==> config.mk <==
export PLATFORM = sky130hd
export DESIGN_NAME = reg_file
export DESIGN_NICKNAME = d
export VERILOG_FILES = /design/src/rtl/reg_file_pkg.sv /design/src/rtl/reg_file_read_port.sv /design/src/rtl/reg_file.sv
export SDC_FILE = /design/constraint.sdc
export NUM_CORES = 2
export LEC_CHECK = 0
export ABC_CLOCK_PERIOD_IN_PS = 8900
export BUFFER_PORTS_ARGS = -buffer_cell sky130_fd_sc_hd__buf_4
export CAP_MARGIN = 15
export CELL_PAD_IN_SITES_DETAIL_PLACEMENT = 1
export CELL_PAD_IN_SITES_GLOBAL_PLACEMENT = 1
export CORE_MARGIN = 4
export CORE_UTILIZATION = 45
export CTS_CLUSTER_SIZE = 16
export DETAILED_ROUTE_END_ITERATION = 6
export PLACE_DENSITY_LB_ADDON = 0.1
export SLEW_MARGIN = 30
export SYNTH_ARGS = -nofsm -noshare
export SYNTH_HDL_FRONTEND = slang
export SYNTH_HIERARCHICAL = 1
export SYNTH_SLANG_ARGS = --single-unit
==> constraint.sdc <==
create_clock -name clk_in -period 8.9 [get_ports clk_in]
set_clock_uncertainty 0.2 [all_clocks]
set_input_delay 0.89 -clock clk_in [delete_from_list [all_inputs] [get_ports clk_in]]
set_output_delay 0.89 -clock clk_in [all_outputs]
set_load 0.01 [all_outputs]
==> src/rtl/reg_file_pkg.sv <==
// -----------------------------------------------------------------------------
// reg_file_pkg
// Constants shared by the architectural register file, issue and the reorder
// buffer: default tag width, register count, x0 index and operand width.
// Also provides a small helper that identifies the hard-wired zero register.
// -----------------------------------------------------------------------------
package reg_file_pkg;

  localparam int ROB_BITS_DEFAULT = 4;
  localparam int NUM_REGS         = 32;
  localparam int REG_IDX_W        = 5;
  localparam int XLEN             = 32;

  localparam logic [REG_IDX_W-1:0] X0_IDX = 5'd0;

  // x0 has no storage: it never accepts writes or renames and always reads 0.
  function automatic logic is_x0(input logic [REG_IDX_W-1:0] idx);
    return (idx == X0_IDX);
  endfunction

endpackage

==> src/rtl/reg_file_read_port.sv <==
// -----------------------------------------------------------------------------
// reg_file_read_port
// One combinational source-operand port. Given the requested index, the stored
// entry for that index and this cycle's commit, it returns the operand as either
// a ready value or a pending producer tag. A commit that retires the current
// producer is forwarded so the operand is ready in the same cycle.
//
// Ports:
//   rs_id        in   5         source register index
//   ent_value    in   32        stored value of rs_id
//   ent_busy     in   1         stored busy bit of rs_id
//   ent_tag      in   ROB_BITS  stored producer tag of rs_id
//   commit_rd    in   5         destination of the retiring entry (0 = none)
//   commit_tag   in   ROB_BITS  tag of the retiring entry
//   commit_value in   32        retired value
//   rs_value     out  32        operand value (valid when rs_busy = 0)
//   rs_busy      out  1         operand still pending
//   rs_tag       out  ROB_BITS  producer tag (valid when rs_busy = 1)
// -----------------------------------------------------------------------------
module reg_file_read_port
  import reg_file_pkg::*;
#(
  parameter int ROB_BITS = ROB_BITS_DEFAULT
) (
  input  logic [REG_IDX_W-1:0] rs_id,
  input  logic [XLEN-1:0]      ent_value,
  input  logic                 ent_busy,
  input  logic [ROB_BITS-1:0]  ent_tag,
  input  logic [REG_IDX_W-1:0] commit_rd,
  input  logic [ROB_BITS-1:0]  commit_tag,
  input  logic [XLEN-1:0]      commit_value,
  output logic [XLEN-1:0]      rs_value,
  output logic                 rs_busy,
  output logic [ROB_BITS-1:0]  rs_tag
);

  logic w_fwd;

  // Forward only when the retiring entry is the register's newest producer;
  // an older producer retiring leaves the operand pending on the younger tag.
  assign w_fwd = (commit_rd == rs_id) && ent_busy && (ent_tag == commit_tag);

  // Operand select: x0, forwarded commit, pending producer, or stored value.
  always_comb begin
    rs_value = {XLEN{1'b0}};
    rs_busy  = 1'b0;
    rs_tag   = {ROB_BITS{1'b0}};
    if (is_x0(rs_id)) begin
      rs_value = {XLEN{1'b0}};
      rs_busy  = 1'b0;
      rs_tag   = {ROB_BITS{1'b0}};
    end else if (w_fwd) begin
      rs_value = commit_value;
      rs_busy  = 1'b0;
      rs_tag   = ent_tag;
    end else if (ent_busy) begin
      rs_value = ent_value;
      rs_busy  = 1'b1;
      rs_tag   = ent_tag;
    end else begin
      rs_value = ent_value;
      rs_busy  = 1'b0;
      rs_tag   = ent_tag;
    end
  end

endmodule

==> src/rtl/reg_file.sv <==
// -----------------------------------------------------------------------------
// reg_file
// Architectural register file with rename tags: 32 x 32-bit registers, each
// with a busy bit and the reorder-buffer tag of its newest in-flight producer.
// Issue renames destinations, commit writes retired values and releases tags,
// and two combinational read ports return operands as values or pending tags.
//
// Ports:
//   clk_in        in   1         system clock
//   rst_in        in   1         synchronous active-high reset
//   rdy_in        in   1         global enable; low freezes all state
//   clear_in      in   1         pipeline flush: drops all busy bits and issue
//   issue_rd      in   5         destination being renamed (0 = none)
//   issue_tag     in   ROB_BITS  tag allocated to that destination
//   commit_rd     in   5         destination of retiring entry (0 = none)
//   commit_value  in   32        retired value
//   commit_tag    in   ROB_BITS  tag of retiring entry
//   rs1_id/rs2_id in   5         source indices
//   rs1_value/rs2_value out 32   operand values
//   rs1_busy/rs2_busy   out 1    operand pending
//   rs1_tag/rs2_tag     out ROB_BITS producer tags
// -----------------------------------------------------------------------------
module reg_file
  import reg_file_pkg::*;
#(
  parameter int ROB_BITS = ROB_BITS_DEFAULT
) (
  input  logic                 clk_in,
  input  logic                 rst_in,
  input  logic                 rdy_in,
  input  logic                 clear_in,
  input  logic [REG_IDX_W-1:0] issue_rd,
  input  logic [ROB_BITS-1:0]  issue_tag,
  input  logic [REG_IDX_W-1:0] commit_rd,
  input  logic [XLEN-1:0]      commit_value,
  input  logic [ROB_BITS-1:0]  commit_tag,
  input  logic [REG_IDX_W-1:0] rs1_id,
  input  logic [REG_IDX_W-1:0] rs2_id,
  output logic [XLEN-1:0]      rs1_value,
  output logic [XLEN-1:0]      rs2_value,
  output logic                 rs1_busy,
  output logic                 rs2_busy,
  output logic [ROB_BITS-1:0]  rs1_tag,
  output logic [ROB_BITS-1:0]  rs2_tag
);

  // Entry 0 exists only to keep indexing uniform; it is never written and
  // the read ports ignore it.
  logic [XLEN-1:0]     r_value [NUM_REGS];
  logic [ROB_BITS-1:0] r_tag   [NUM_REGS];
  logic [NUM_REGS-1:0] r_busy;

  logic w_commit_en;
  logic w_commit_release;
  logic w_issue_en;

  assign w_commit_en      = rdy_in && !is_x0(commit_rd);
  assign w_commit_release = r_busy[commit_rd] && (r_tag[commit_rd] == commit_tag);
  assign w_issue_en       = rdy_in && !clear_in && !is_x0(issue_rd);

  // State update: commit first, then clear or issue. Later non-blocking
  // assignments win, so a same-register issue overrides the commit's busy
  // release and a flush overrides every busy bit while keeping the commit value.
  always_ff @(posedge clk_in) begin
    if (rst_in) begin
      for (int i = 0; i < NUM_REGS; i++) begin
        r_value[i] <= {XLEN{1'b0}};
        r_tag[i]   <= {ROB_BITS{1'b0}};
      end
      r_busy <= {NUM_REGS{1'b0}};
    end else begin
      if (w_commit_en) begin
        r_value[commit_rd] <= commit_value;
        if (w_commit_release) begin
          r_busy[commit_rd] <= 1'b0;
        end else begin
          r_busy[commit_rd] <= r_busy[commit_rd];
        end
      end else begin
        r_busy <= r_busy;
      end
      if (rdy_in && clear_in) begin
        r_busy <= {NUM_REGS{1'b0}};
      end else if (w_issue_en) begin
        r_busy[issue_rd] <= 1'b1;
        r_tag[issue_rd]  <= issue_tag;
      end else begin
        r_tag[issue_rd]  <= r_tag[issue_rd];
      end
    end
  end

  reg_file_read_port #(.ROB_BITS(ROB_BITS)) u_rd_port1 (
    .rs_id        (rs1_id),
    .ent_value    (r_value[rs1_id]),
    .ent_busy     (r_busy[rs1_id]),
    .ent_tag      (r_tag[rs1_id]),
    .commit_rd    (commit_rd),
    .commit_tag   (commit_tag),
    .commit_value (commit_value),
    .rs_value     (rs1_value),
    .rs_busy      (rs1_busy),
    .rs_tag       (rs1_tag)
  );

  reg_file_read_port #(.ROB_BITS(ROB_BITS)) u_rd_port2 (
    .rs_id        (rs2_id),
    .ent_value    (r_value[rs2_id]),
    .ent_busy     (r_busy[rs2_id]),
    .ent_tag      (r_tag[rs2_id]),
    .commit_rd    (commit_rd),
    .commit_tag   (commit_tag),
    .commit_value (commit_value),
    .rs_value     (rs2_value),
    .rs_busy      (rs2_busy),
    .rs_tag       (rs2_tag)
  );

endmodule

==> flow_metrics.py <==
metrics = {
    "synth": {
        "synthFlopType": "edfxtp_1",
        "synthArstFlopShare_pct": 0,
        "yosysUniqueCellTypes": 52,
        "syn_area_per_cell_um2": 15.2,
        "synthTopCellsByArea": "edfxtp_1 (52%), mux4_2 (25%), and2_1 (10%)",
        "yosysSeqAreaShare_pct": 53.0,
        "synthCells": 4359,
        "ys_seq_elements": 1184,
        "synth_top_cell_area_share_pct": 52.1,
        "yosys.area.top_type": "edfxtp_1",
        "yosysWarnings": 6,
        "synth_area_mm2": 0.0665,
        "synth_edf_count": 1152,
    },
    "sta": {
        "hold_viol_final": 0,
        "slew_violations": 0,
        "tns_ns": 0,
        "relSlewSlack_pct": 26.2,
        "setup_viol": 0,
        "period_share_pct": 73.4,
        "tightest_slew_ns": 1.11,
        "layout_min_cycle_time_ns": 6.53,
        "rsz0062_at_grt": "false",
        "timing.fmax_ghz": 0.153,
    },
    "placement": {
        "port_buffers": 137,
        "gp_congestion": 0.831,
        "dp_hpwl_um": 141000,
    },
    "clock_network": {
        "clock-root-buffer": "clkbuf_16",
        "cts_tree": "yes",
        "cts_htree_levels": 4,
        "cts_max_path_buffers": 3,
        "clock_sinks": 1184,
        "cts_buffers": 137,
        "ctsResizeCount": 0,
        "clkTransAtPathRegs_ns": 0.05,
        "clk_latency_ns": 0.77,
        "cts_setup_buffers": 0,
        "cts_hold_buf": 0,
    },
    "worst_setup_path": {
        "slowest_delay_ns": 0.89,
        "cp_max_fo": 57,
        "cp_top_family": "multiplexers",
        "crit_arrival_ns": 5.44,
        "crit_slowest_cell": "and4_2",
        "required_ns": 7.81,
        "worstPathCellList": "buf_8 > mux4_2 > mux4_2 > mux2_2 > xnor2_1 > and4_2 > buf_4 > nand4_1 > a21oi_1 > buf_4",
        "cp-start-kind": "primary input",
        "path_class": "in2out",
        "critical_path_buf_inv_count": 3,
        "cp-end-kind": "primary output",
    },
    "floorplanning": {
        "core_area_mm2": 0.146,
        "start_util_pct": 45.4,
        "dieArea_mm2": 0.154,
        "rows": 140,
        "die_x_um": 392,
        "die_h_um": 392,
        "ios": 138,
    },
    "final_layout": {
        "drive_gt1_share_pct": 30.5,
        "fillers": 13775,
        "areaGrowthSynthToFinish_pct": 10.8,
        "nNetsFinal": 4371,
    },
    "global_routing": {
        "grt_max_degree": 141,
        "grt_pass1_vias": 44161,
        "antenna_found_initial": 26,
        "grt_pass1_wl_um": 346000,
        "grt_overflow": 0,
        "grt_use_total_pct": 32.4,
    },
    "drt": {
        "wl_per_cell_um": 39.1,
        "drtIter0Drc": 5778,
        "via_per_inst": 6.74,
        "wirelength_um": 248000,
        "drc": 0,
        "drtAntennaViolNets": 0,
        "vias": 42765,
        "firstDrtPassIters": 5,
    },
    "pwr": {
        "power_leakage_nw": 24.9,
        "finalPower_mw": 14.0,
        "powerDensity_mw_per_mm2": 191,
        "ir_drop_mv": 0.176,
    },
    "worst_hold_path": {
        "min_path_type": "in2reg",
    },
    "flow_run": {
        "max_cap_viol_count": 0,
    },
    "run_status": {
        "status": "finished clean",
    },
}
==> cell usage after synthesis, types with 8 or more instances <==
master and count:
clkbuf_1 352, mux2i_1 74, nor2b_1 16, o31ai_1 64, a21oi_1 69, dfxtp_1 32, buf_2 93, mux4_2 743
nand4_1 70, nor4_1 8, and3_1 53, nor2_1 85, mux2_2 74, buf_4 8, buf_1 21, nand3_1 8
nand2_1 117, and2_1 1069, edfxtp_1 1152, xnor2_1 18, a21o_1 9, nand2b_1 28, o21ai_0 30, buf_6 11
or2_2 32, o21ai_1 26, o22ai_1 40
==> registers in the layout, indices dropped and copies added (netlist names) <==
name     count
r_busy      32
r_tag      128
r_value   1024
==> stage by stage <==
stage               utilization (%)  cell area, um^2  hold slack (ns)  std cells  setup WS [ns]
finish                         50.3            73600            0.301       6341           2.37
global route                   50.3            73600            0.308       6330           2.37
CTS                            50.2            73500            0.252       6327           2.41
detailed placement             47.4            69300            0.315       6082           2.43
global placement               47.3            69200            0.302       6081           2.36
floorplan                         -            66600            0.261       4394           3.99
==> metal layers <==
metal | global-route usage (%) | vias to the layer above | share of wire (%)
li1 | - | 16879 | -
met1 | 44.1 | 23069 | 39
met2 | 52.3 | 2335 | 48
met3 | 5.61 | 482 | 9.0
met4 | 12.5 | 0 | 4.1
met5 | 0 | - | 0
==> power breakdown <==
part | switching [mW] | internal [mW] | total [mW]
combinational | 1.08 | 0.858 | 1.94
clock | 2.37 | 3.12 | 5.49
sequential | 0.173 | 6.42 | 6.59
==> placed cells by master, fill, tap and decap left out, types with 30 or more instances in the layout <==
master	Yosys	layout
o31ai_1	64	64
nor2_1	85	53
nor2_4	2	34
clkbuf_1	352	32
dfxtp_1	32	32
mux2i_1	74	74
and3_1	53	53
o22ai_1	40	40
edfxtp_1	1152	1152
buf_4	8	241
nand4_1	70	70
clkbuf_16	0	144
nand2_1	117	115
o21ai_0	30	30
or2_2	32	32
mux4_2	743	743
conb_1	1	36
clkinv_1	0	32
mux2_2	74	74
a21oi_1	69	68
and2_1	1069	1067
==> path summary, 6_finish.rpt <==
| check | slack (ns) | to | startpoint | cells past startpoint |
|---|---|---|---|---|
| setup / recovery | 2.37 | rs1_value[31] | rs1_id[0] | 10 |
| setup reg to reg | 6.06 | r_busy[4]$_SDFF_PP0_ | r_tag[3][0]$_SDFFCE_PN0P_ | 8 |
| hold / removal | 0.30 | r_busy[6]$_SDFF_PP0_ | rdy_in | 3 |
| hold reg to reg | 0.32 | r_busy[0]$_SDFF_PP0_ | r_busy[0]$_SDFF_PP0_ | 1 |
==> logic make-up after synthesis <==
group	after synthesis	share of synthesized area [%]
flops	1184	53.0
buf+inv	485	3.08
compound gates	244	2.23
xor+xnor	22	0.290
mux	891	27.5
simple gates	1532	13.8
other cells	1	0.00564
==> worst register-to-register path, stage by stage (launching register included) <==
cell and delay, ns:
edfxtp_1 0.45, mux2i_1 0.39, o22ai_1 0.14, nor4_1 0.29, nand2_1 0.16, xor2_1 0.19, nor4_4 0.27, buf_4 0.44
o22ai_1 0.16
==> cell type report <==
| cell class | instances | area [um^2] | area share [%] |
|---|---|---|---|
| Antenna cell | 11 | 27.5 | 0.0374 |
| Multi-Input combinational cell | 2725 | 29600 | 40.2 |
| Sequential cell | 1184 | 35200 | 47.9 |
| Clock buffer | 176 | 3720 | 5.06 |
| Timing Repair Buffer | 259 | 2120 | 2.88 |
| Clock inverter | 69 | 504 | 0.685 |
| Tap cell | 1917 | 2400 | 3.26 |
No activity file was read; power rests on OpenSTA's default activity.
